## config.mk

```make
export PLATFORM = sky130hd
export DESIGN_NAME = rs_generic
export DESIGN_NICKNAME = d
export VERILOG_FILES = /design/src/rtl/rs_generic.sv
export SDC_FILE = /design/constraint.sdc
export NUM_CORES = 1
export LEC_CHECK = 0
export BUFFER_PORTS_ARGS = -buffer_cell sky130_fd_sc_hd__buf_4
export CORE_MARGIN = 3
export CORE_UTILIZATION = 46
export DETAILED_ROUTE_END_ITERATION = 6
export GPL_ROUTABILITY_DRIVEN = 1
export PLACE_DENSITY_LB_ADDON = 0.15
export SETUP_SLACK_MARGIN = 0.5
export SKIP_CTS_REPAIR_TIMING = 1
export SLEW_MARGIN = 20
export SYNTH_ARGS = -nofsm -noshare
export SYNTH_HDL_FRONTEND = slang
export SYNTH_SLANG_ARGS = --single-unit
```

## constraint.sdc

```tcl
create_clock -name clk -period 20.1 [get_ports clk]
set_input_delay 3.015 -clock clk [delete_from_list [all_inputs] [get_ports clk]]
set_output_delay 3.015 -clock clk [all_outputs]
set_load 0.01 [all_outputs]
```

## src/rtl/rs_generic.sv

```systemverilog
// rs_generic: parametrised reservation station between rename/dispatch and
// one functional unit. Oldest-first select keyed on ROB age, same-cycle
// dispatch wakeup, and selective squash of entries younger than a branch.
module rs_generic #(
   parameter int DEPTH     = 8,
   parameter int NUM_CDB   = 2,
   parameter int PREG_W    = 7,
   parameter int ROB_W     = 4,
   parameter int PAYLOAD_W = 80
) (
   input  logic                        clk,
   input  logic                        rst_n,
   input  logic                        dispatch_valid,
   output logic                        dispatch_ready,
   input  logic [PREG_W-1:0]           dispatch_prs1,
   input  logic [PREG_W-1:0]           dispatch_prs2,
   input  logic                        dispatch_prs1_ready,
   input  logic                        dispatch_prs2_ready,
   input  logic [ROB_W-1:0]            dispatch_rob_tag,
   input  logic [PAYLOAD_W-1:0]        dispatch_payload,
   input  logic [NUM_CDB-1:0]          cdb_valid,
   input  logic [NUM_CDB*PREG_W-1:0]   cdb_prd,
   output logic                        issue_valid,
   input  logic                        issue_ready,
   output logic [PREG_W-1:0]           issue_prs1,
   output logic [PREG_W-1:0]           issue_prs2,
   output logic [ROB_W-1:0]            issue_rob_tag,
   output logic [PAYLOAD_W-1:0]        issue_payload,
   input  logic [ROB_W-1:0]            rob_head,
   input  logic                        flush_valid,
   input  logic                        flush_all,
   input  logic [ROB_W-1:0]            flush_rob_tag,
   output logic [$clog2(DEPTH):0]      free_count,
   output logic                        empty
);

   localparam int IDX_W = $clog2(DEPTH);
   localparam int CNT_W = IDX_W + 1;

   // Control state (reset) and per-entry data (write-enabled only).
   logic [DEPTH-1:0]     valid_q, valid_d;
   logic [DEPTH-1:0]     rdy1_q, rdy1_d;
   logic [DEPTH-1:0]     rdy2_q, rdy2_d;
   logic [PREG_W-1:0]    prs1_q [DEPTH];
   logic [PREG_W-1:0]    prs2_q [DEPTH];
   logic [ROB_W-1:0]     rob_q  [DEPTH];
   logic [PAYLOAD_W-1:0] pay_q  [DEPTH];

   logic [DEPTH-1:0]     hit1, hit2;
   logic                 disp_hit1, disp_hit2;
   logic [CNT_W-1:0]     free_cnt;
   logic [IDX_W-1:0]     alloc_idx;
   logic [IDX_W-1:0]     sel_idx;
   logic                 sel_found;
   logic [ROB_W-1:0]     sel_age;
   logic                 disp_fire, issue_fire;

   // Age relative to the ROB head; modular subtraction handles wrap.
   function automatic logic [ROB_W-1:0] age_of(input logic [ROB_W-1:0] tag,
                                               input logic [ROB_W-1:0] head);
      return tag - head;
   endfunction

   // CDB tag match for every stored source and for the incoming dispatch.
   always_comb begin
      hit1      = '0;
      hit2      = '0;
      disp_hit1 = 1'b0;
      disp_hit2 = 1'b0;
      for (int c = 0; c < NUM_CDB; c++) begin
         if (cdb_valid[c]) begin
            for (int i = 0; i < DEPTH; i++) begin
               if (cdb_prd[c*PREG_W +: PREG_W] == prs1_q[i]) hit1[i] = 1'b1;
               if (cdb_prd[c*PREG_W +: PREG_W] == prs2_q[i]) hit2[i] = 1'b1;
            end
            if (cdb_prd[c*PREG_W +: PREG_W] == dispatch_prs1) disp_hit1 = 1'b1;
            if (cdb_prd[c*PREG_W +: PREG_W] == dispatch_prs2) disp_hit2 = 1'b1;
         end
      end
   end

   // Count invalid entries; slots freed this cycle only show up next cycle.
   always_comb begin
      free_cnt = '0;
      for (int i = 0; i < DEPTH; i++)
         if (!valid_q[i]) free_cnt = free_cnt + CNT_W'(1);
   end

   assign free_count     = free_cnt;
   assign empty          = (free_cnt == CNT_W'(DEPTH));
   assign dispatch_ready = (free_cnt != '0) & ~flush_valid;

   // Lowest-index invalid entry receives the next dispatch.
   always_comb begin
      alloc_idx = '0;
      for (int i = DEPTH - 1; i >= 0; i--)
         if (!valid_q[i]) alloc_idx = IDX_W'(i);
   end

   // Oldest eligible entry, from registered state only.
   always_comb begin
      sel_found = 1'b0;
      sel_idx   = '0;
      sel_age   = '0;
      for (int i = 0; i < DEPTH; i++) begin
         if (valid_q[i] && rdy1_q[i] && rdy2_q[i] &&
             (!sel_found || age_of(rob_q[i], rob_head) < sel_age)) begin
            sel_found = 1'b1;
            sel_idx   = IDX_W'(i);
            sel_age   = age_of(rob_q[i], rob_head);
         end
      end
   end

   assign issue_valid   = sel_found & ~flush_valid;
   assign issue_prs1    = sel_found ? prs1_q[sel_idx] : '0;
   assign issue_prs2    = sel_found ? prs2_q[sel_idx] : '0;
   assign issue_rob_tag = sel_found ? rob_q[sel_idx]  : '0;
   assign issue_payload = sel_found ? pay_q[sel_idx]  : '0;

   assign disp_fire  = dispatch_valid & dispatch_ready;
   assign issue_fire = issue_valid & issue_ready;

   // Next-state: flush dominates; otherwise issue frees and dispatch fills.
   // Wakeups apply every cycle, including the flush cycle.
   always_comb begin
      valid_d = valid_q;
      rdy1_d  = rdy1_q | hit1;
      rdy2_d  = rdy2_q | hit2;
      if (flush_valid) begin
         for (int i = 0; i < DEPTH; i++)
            if (flush_all ||
                age_of(rob_q[i], rob_head) > age_of(flush_rob_tag, rob_head))
               valid_d[i] = 1'b0;
      end else begin
         if (issue_fire) valid_d[sel_idx] = 1'b0;
         if (disp_fire) begin
            valid_d[alloc_idx] = 1'b1;
            rdy1_d[alloc_idx]  = dispatch_prs1_ready | (dispatch_prs1 == '0) | disp_hit1;
            rdy2_d[alloc_idx]  = dispatch_prs2_ready | (dispatch_prs2 == '0) | disp_hit2;
         end
      end
   end

   // Valid and ready bits, cleared asynchronously.
   always_ff @(posedge clk or negedge rst_n) begin
      if (!rst_n) begin
         valid_q <= '0;
         rdy1_q  <= '0;
         rdy2_q  <= '0;
      end else begin
         valid_q <= valid_d;
         rdy1_q  <= rdy1_d;
         rdy2_q  <= rdy2_d;
      end
   end

   // Entry data is only meaningful while valid, so it needs no reset.
   always_ff @(posedge clk) begin
      if (disp_fire) begin
         prs1_q[alloc_idx] <= dispatch_prs1;
         prs2_q[alloc_idx] <= dispatch_prs2;
         rob_q[alloc_idx]  <= dispatch_rob_tag;
         pay_q[alloc_idx]  <= dispatch_payload;
      end
   end

   a_free_bound: assert property (@(posedge clk) disable iff (!rst_n)
                                  free_count <= CNT_W'(DEPTH));

endmodule

```

==> run summary, run 1 <==
status -> completed
crit path max fanout -> 33
cell area after layout -> 0.0438 mm2
min Tclk post-route -> 19.23 ns
Worst Setup Start Kind -> primary input
clk_lat worst skew -> 0.65 ns
largest net degree at the start of global routing -> 104
Pre-Repair DR Iteration Count -> 5
CP peak stage delay -> 0.68 ns
vias in the first global route -> 25100
Crit. End Element -> output port
critical path arrival -> 16.22 ns
Distinct cells, synth -> 73
leakage -> 14.1 nW
Core ar. -> 0.0794 mm2
placed cells -> 3648
Slew @ Worst Pin -> 1.10 ns
Post-synth top cells -> edfxtp_1, xnor2_1, a221oi_1
DRT Wirelength -> 118 mm
num rows -> 103
proportion of layout cells with a drive suffix above 1 -> 23.6%
syn avg cell area -> 14.7 um2
most common cell in the netlist -> edfxtp_1
Post-Syn Area -> 0.0370 mm2
Total Routing Usage GR -> 26.7%
number of synthesized register bits -> 808
H-tree levels -> 3
start point of the worst hold path -> rdy2_q[0]
CP max-delay cell -> or4b_4
Layout Nets -> 2936
# DRC -> 0
total grt overflow -> 0
Starting Density -> 46.6%
PD cells -> 120 mW/mm2
Min Hold Slack -> 0.599 ns
PnR Total Power -> 5.24 mW
placer congestion estimate -> 0.893
most frequent CP cell -> ha_1
maximum VDD drop -> 0.000148 V
root cell of the clock tree -> clkbuf_16
Syn. warnings -> 0
Layout Cells excl Fill -> 3843
final worst slack -> 0.867 ns
relative max-transition margin -> 26.4%
Num CTS Buffers -> 85
initial antenna violation count -> 10
clock skew -> 0.0403 ns
die height -> 290 um
port bufs -> 234
Final period util -> 95.7%
setup slack at placement -> -0.215 ns
first-pass GRT wire length -> 166 mm
Via density -> 6.58
post-synthesis net count -> 2730
I/O Pins -> 235
Final HPWL DP -> 64.2 mm
Critical Path Start -> rob_head[1]
post-synthesis sequential area ratio -> 65.2%
synth top area cells -> edfxtp_1, xnor2_1, a221oi_1
DRT iter0 DRCs -> 2795
CTS tree -> yes
Post-DP Area -> 0.0399 mm2
WS Path Type -> primary input to output port
via total after detailed routing -> 25300
max-slew violations -> 0
deepest clock path buffer count -> 3
highest clock rate -> 0.0520 GHz
Area Growth Syn to Fin -> 18.3%
die area -> 0.0839 mm2
clk sink count -> 808
Final Hold Fails -> 0
fillers -> 6399
Post-synth EDFFs -> 784
Final Setup Violations -> 0
Multi-input gate area -> 0.0125 mm2
CP required -> 17.09 ns
WL/cell -> 30.7 um
Setup TNS -> 0 ns
Gate Count Post-Synth -> 2512
Die Wd -> 290 um
DRT antenna net count -> 0
clock-pin slew on the worst setup and hold paths -> 0.06 ns
Storage cell area -> 0.0241 mm2
reg2reg start -> rob_q[0][0]
Post-synth ARST share -> 2.97%
RSZ-0062 raised after global routing -> false
Max Cap Violations -> 0
post-layout util -> 55.1%
Yosys top cell by area -> edfxtp_1
worst min-delay path class -> flop to flop
top_reg_cell synth -> edfxtp_1
Synth top area share -> 63.6%
## kinds of logic (layout without fill, tap and decap cells)
logic type,after synthesis,after routing,synth area share (%)
AO/OA/AOI/OAI,668,668,15.2
XOR/XNOR,299,299,7.19
other,0,5,0
AND/OR/NAND/NOR,371,373,5.68
adder cells (fa/ha/maj),88,88,3.16
flip-flops,808,808,65.2
buffers and inverters,257,531,2.94
multiplexers,21,21,0.592
## layout make-up
cell class	instances	area share, %
flip-flops and latches	808	55.2
multi-input cells	1449	28.5
repair buffers	320	6.32
clock buffers	107	5.10
well taps	1050	3.00
clock inverters	50	1.43
inverters	54	0.500
diodes	5	0.0286
## where the power goes
part	switching (mW)	leakage [nW]	total, mW	internal (mW)
sequential	0.0831	7.38	2.14	2.06
clock	0.657	1.38	1.61	0.958
combinational	0.892	5.30	1.49	0.593
total	1.63	14.1	5.24	3.61
## layer usage
metal / vias to the layer above / GRT usage [%] / wire length, um
met3: 221 / 5.34 / 10300
met5: - / 0 / 75
met1: 13000 / 36.5 / 48200
met2: 1287 / 43.2 / 56400
li1: 10800 / - / -
met4: 10 / 8.84 / 3210
## flip-flops by register name, indices dropped and copies added (netlist names)
register  count
pay_q       640
valid_q       8
rdy2_q        8
prs2_q       56
rdy1_q        8
rob_q        32
prs1_q       56
## worst paths after layout
| path | cells past startpoint | slack (ns) | endpoint |
|---|---|---|---|
| worst min-delay path | 2 | 0.60 | rdy2_q[0] |
| min in group asynchronous | 1 | 2.30 | rdy1_q[7] |
| worst max-delay path | 59 | 0.87 | issue_prs1[5] |
| worst max register to register | 59 | 6.69 | valid_q[0] |
| max in group asynchronous | 1 | 17.45 | rdy1_q[3] |
| worst min register to register | 2 | 0.60 | rdy2_q[0] |
## layout by cell type, fill, tap and decap left out, types with 48 or more instances in the layout
cell type | Yosys | routed
ha_1 | 79 | 79
a211oi_1 | 105 | 100
inv_1 | 54 | 48
o221a_2 | 97 | 97
nor4_1 | 112 | 58
o221ai_1 | 98 | 98
a221oi_1 | 196 | 186
edfxtp_1 | 784 | 784
xnor2_1 | 224 | 224
clkbuf_16 | 0 | 91
xor2_1 | 72 | 71
nor4_2 | 0 | 52
buf_4 | 4 | 291
nand4_1 | 64 | 64
nor2_1 | 53 | 52
## worst max-delay path: cells and delay by family
family	cells	cell delay, ns
adders and majority gates	8	2.46
muxes	5	1.45
xor gates and xnor gates	1	0.18
AOI/OAI and AO/OA	25	5.57
buffers and inverters	8	1.04
and+or+nand+nor	12	2.49
(Power assumes the default switching activity.)
==> run 2: changes to the inputs <==
--- a/config.mk
+++ b/config.mk
@@ -5,10 +5,10 @@
 export SDC_FILE = /design/constraint.sdc
 export NUM_CORES = 1
 export LEC_CHECK = 0
-export BUFFER_PORTS_ARGS = -buffer_cell sky130_fd_sc_hd__buf_4
 export CORE_MARGIN = 3
 export CORE_UTILIZATION = 46
 export DETAILED_ROUTE_END_ITERATION = 6
+export DONT_BUFFER_PORTS = 1
 export GPL_ROUTABILITY_DRIVEN = 1
 export PLACE_DENSITY_LB_ADDON = 0.15
 export SETUP_SLACK_MARGIN = 0.5
==> run summary, run 2 (same netlist as run 1, synthesis figures left out) <==
DRT iter0 DRCs -> 2641 (was 2795)
# DRC -> 0 (unchanged)
Num CTS Buffers -> 84 (was 85)
reg2reg start -> rob_q[1][1] (was rob_q[0][0])
Multi-input gate area -> 0.0121 mm2 (was 0.0125 mm2)
capturing point of the worst reg2reg path -> valid_q[3] (was valid_q[0])
Pre-Repair DR Iteration Count -> 7 (was 5)
placer congestion estimate -> 0.861 (was 0.893)
Max Cap Violations -> 0 (unchanged)
Reg2Reg Depth -> 57 (was 59)
Core ar. -> 0.0794 mm2 (unchanged)
largest net degree at the start of global routing -> 75 (was 104)
cell area after layout -> 0.0423 mm2 (was 0.0438 mm2)
part of the power in combinational logic -> 26.2% (was 28.3%)
Slew @ Worst Pin -> 1.17 ns (was 1.10 ns)
initial antenna violation count -> 0 (was 10)
WHS Path Cells -> 2 (unchanged)
total grt overflow -> 0 (unchanged)
first-pass GRT wire length -> 169 mm (was 166 mm)
I/O Pins -> 235 (unchanged)
maximum VDD drop -> 0.0000881 V (was 0.000148 V)
switching part of the total -> 30.5% (was 31.1%)
via total after detailed routing -> 24600 (was 25300)
commonest non-fill, non-tap cell in the layout -> edfxtp_1 (unchanged)
RSZ-0062 raised after global routing -> true (was false)
fraction of power consumed by the clock network -> 31.8% (was 30.8%)
WP buf/inv -> 6 (was 8)
H-tree levels -> 3 (unchanged)
Via density -> 6.67 (was 6.58)
CP required -> 17.09 ns (about the same)
PD cells -> 120 mW/mm2 (about the same)
clk sink count -> 808 (unchanged)
clk_lat worst skew -> 0.64 ns (was 0.65 ns)
Worst Hold End -> rdy2_q[0] (unchanged)
WS Path Type -> primary input to output port (unchanged)
clock-pin slew on the worst setup and hold paths -> 0.06 ns (about the same)
deepest clock path buffer count -> 3 (unchanged)
Final Setup Violations -> 0 (unchanged)
CP max-delay cell -> nor4_1 (was or4b_4)
critical path arrival -> 16.07 ns (was 16.22 ns)
Largest register FFs -> 640 (unchanged)
Reg with most FFs -> pay_q (unchanged)
num rows -> 103 (unchanged)
most frequent CP cell -> ha_1 (unchanged)
DRT Wirelength -> 117 mm (was 118 mm)
crit path max fanout -> 16 (was 33)
Setup TNS -> 0 ns (unchanged)
vias in the first global route -> 25000 (was 25100)
R2R Setup Slk -> 6.92 ns (was 6.69 ns)
commonest non-fill, non-tap cells in the layout -> edfxtp_1, xnor2_1, a221oi_1 (was edfxtp_1, buf_4, xnor2_1)
PnR Total Power -> 5.10 mW (was 5.24 mW)
WL/cell -> 31.6 um (was 30.7 um)
Final Hold Fails -> 0 (unchanged)
min Tclk post-route -> 19.08 ns (was 19.23 ns)
worst min-delay path class -> flop to flop (unchanged)
Crit. End Element -> output port (unchanged)
CP peak stage delay -> 0.48 ns (was 0.68 ns)
die height -> 290 um (unchanged)
final worst slack -> 1.02 ns (was 0.867 ns)
fillers -> 6447 (was 6399)
leakage -> 13.4 nW (was 14.1 nW)
port bufs -> 0 (was 234)
highest clock rate -> 0.0524 GHz (was 0.0520 GHz)
Die Wd -> 290 um (unchanged)
Final HPWL DP -> 66.1 mm (was 64.2 mm)
start point of the worst hold path -> rdy2_q[0] (unchanged)
# diodes -> 0 (was 5)
Worst Setup Start Kind -> primary input (unchanged)
crit-path leading delay family -> compound AO/OA/AOI/OAI gates (unchanged)
Final period util -> 94.9% (was 95.7%)
Psw -> 1.55 mW (was 1.63 mW)
post-layout util -> 53.3% (was 55.1%)
internal power -> 3.54 mW (was 3.61 mW)
DRT antenna net count -> 0 (unchanged)
setup slack at placement -> 0.142 ns (was -0.215 ns)
Total Routing Usage GR -> 27.2% (was 26.7%)
status -> completed (unchanged)
biggest regs -> pay_q: 640 flops, prs1_q: 56 flops, prs2_q: 56 flops (unchanged)
root cell of the clock tree -> clkbuf_16 (unchanged)
Layout Nets -> 2797 (was 2936)
relative max-transition margin -> 21.3% (was 26.4%)
Starting Density -> 46.6% (unchanged)
max-slew violations -> 0 (unchanged)
clock skew -> 0.0231 ns (was 0.0403 ns)
Post-DP Area -> 0.0391 mm2 (was 0.0399 mm2)
CTS tree -> yes (unchanged)
Flop pwr share -> 42.0% (was 40.9%)
proportion of layout cells with a drive suffix above 1 -> 18.2% (was 23.6%)
Storage cell area -> 0.0241 mm2 (unchanged)
Area Growth Syn to Fin -> 14.3% (was 18.3%)
die area -> 0.0839 mm2 (unchanged)
run 2: cell count changes in the layout (fill, tap and decap cells not counted), sizes merged:
cell      previous run  this run
buf                315       183
clkbuf             112       108
clkinv              30        28
clkinvlp             4         0
diode                5         0
inv                 57        56
nand2               34        33
nand3               30        29
run 2: area by class of cell:
| type | count | share of cell area (%) |
|---|---|---|
| Timing Repair Buffer | 184 | 3.89 |
| Clock inverter | 43 | 1.36 |
| Inverter | 54 | 0.509 |
| Clock buffer | 107 | 5.39 |
| Tap cell | 1050 | 3.11 |
| Multi-Input combinational cell | 1447 | 28.7 |
| Sequential cell | 808 | 57.1 |
run 2: stage by stage:
step | cells | hold slack, ns
5_1_grt | 3693 | 0.612
3_3_place_gp | 3530 | 0.546
3_5_place_dp | 3530 | 0.557
4_1_cts | 3680 | 0.567
2_1_floorplan | 2512 | 0.513
6_report | 3693 | 0.563
run 2: worst max path at each step:
stage | start | to | slack, ns | depth (start not counted)
after global placement | rob_head[1] | issue_rob_tag[0] | 0.59 | 59
after floorplan | rob_head[1] | issue_payload[58] | 1.65 | 56
after CTS | rob_head[1] | issue_rob_tag[3] | 0.10 | 59
final | rob_head[1] | issue_prs1[1] | 1.02 | 54
after global routing | rob_head[1] | issue_payload[10] | 0.36 | 58
after detailed placement | rob_head[1] | issue_rob_tag[3] | 0.14 | 59
run 2: worst min-delay path, stage by stage (launching register included):
cell,delay (ns)
dfrtp_1,0.35
nor3_1,0.06
mux2i_1,0.12
run 2: layer usage:
layer,global-route usage [%],vias up,routed length [um],share of wire (%)
li1,-,10500,-,-
met1,36.7,12700,47900,41
met2,44.4,1182,55700,48
met3,5.41,230,9720,8.3
met4,9.14,0,3280,2.8
met5,0,-,0,0
run 2: power groups by stage:
| stage | Clock [mW] | Combinational, mW | Sequential (mW) |
|---|---|---|---|
| 3_5_place_dp | 0 | 1.30 | 2.17 |
| 5_1_grt | 1.71 | 1.45 | 2.16 |
| 6_report | 1.62 | 1.33 | 2.14 |
| 2_1_floorplan | 0 | 0.877 | 2.16 |
| 3_3_place_gp | 0 | 1.27 | 2.17 |
| 4_1_cts | 1.64 | 1.31 | 2.14 |
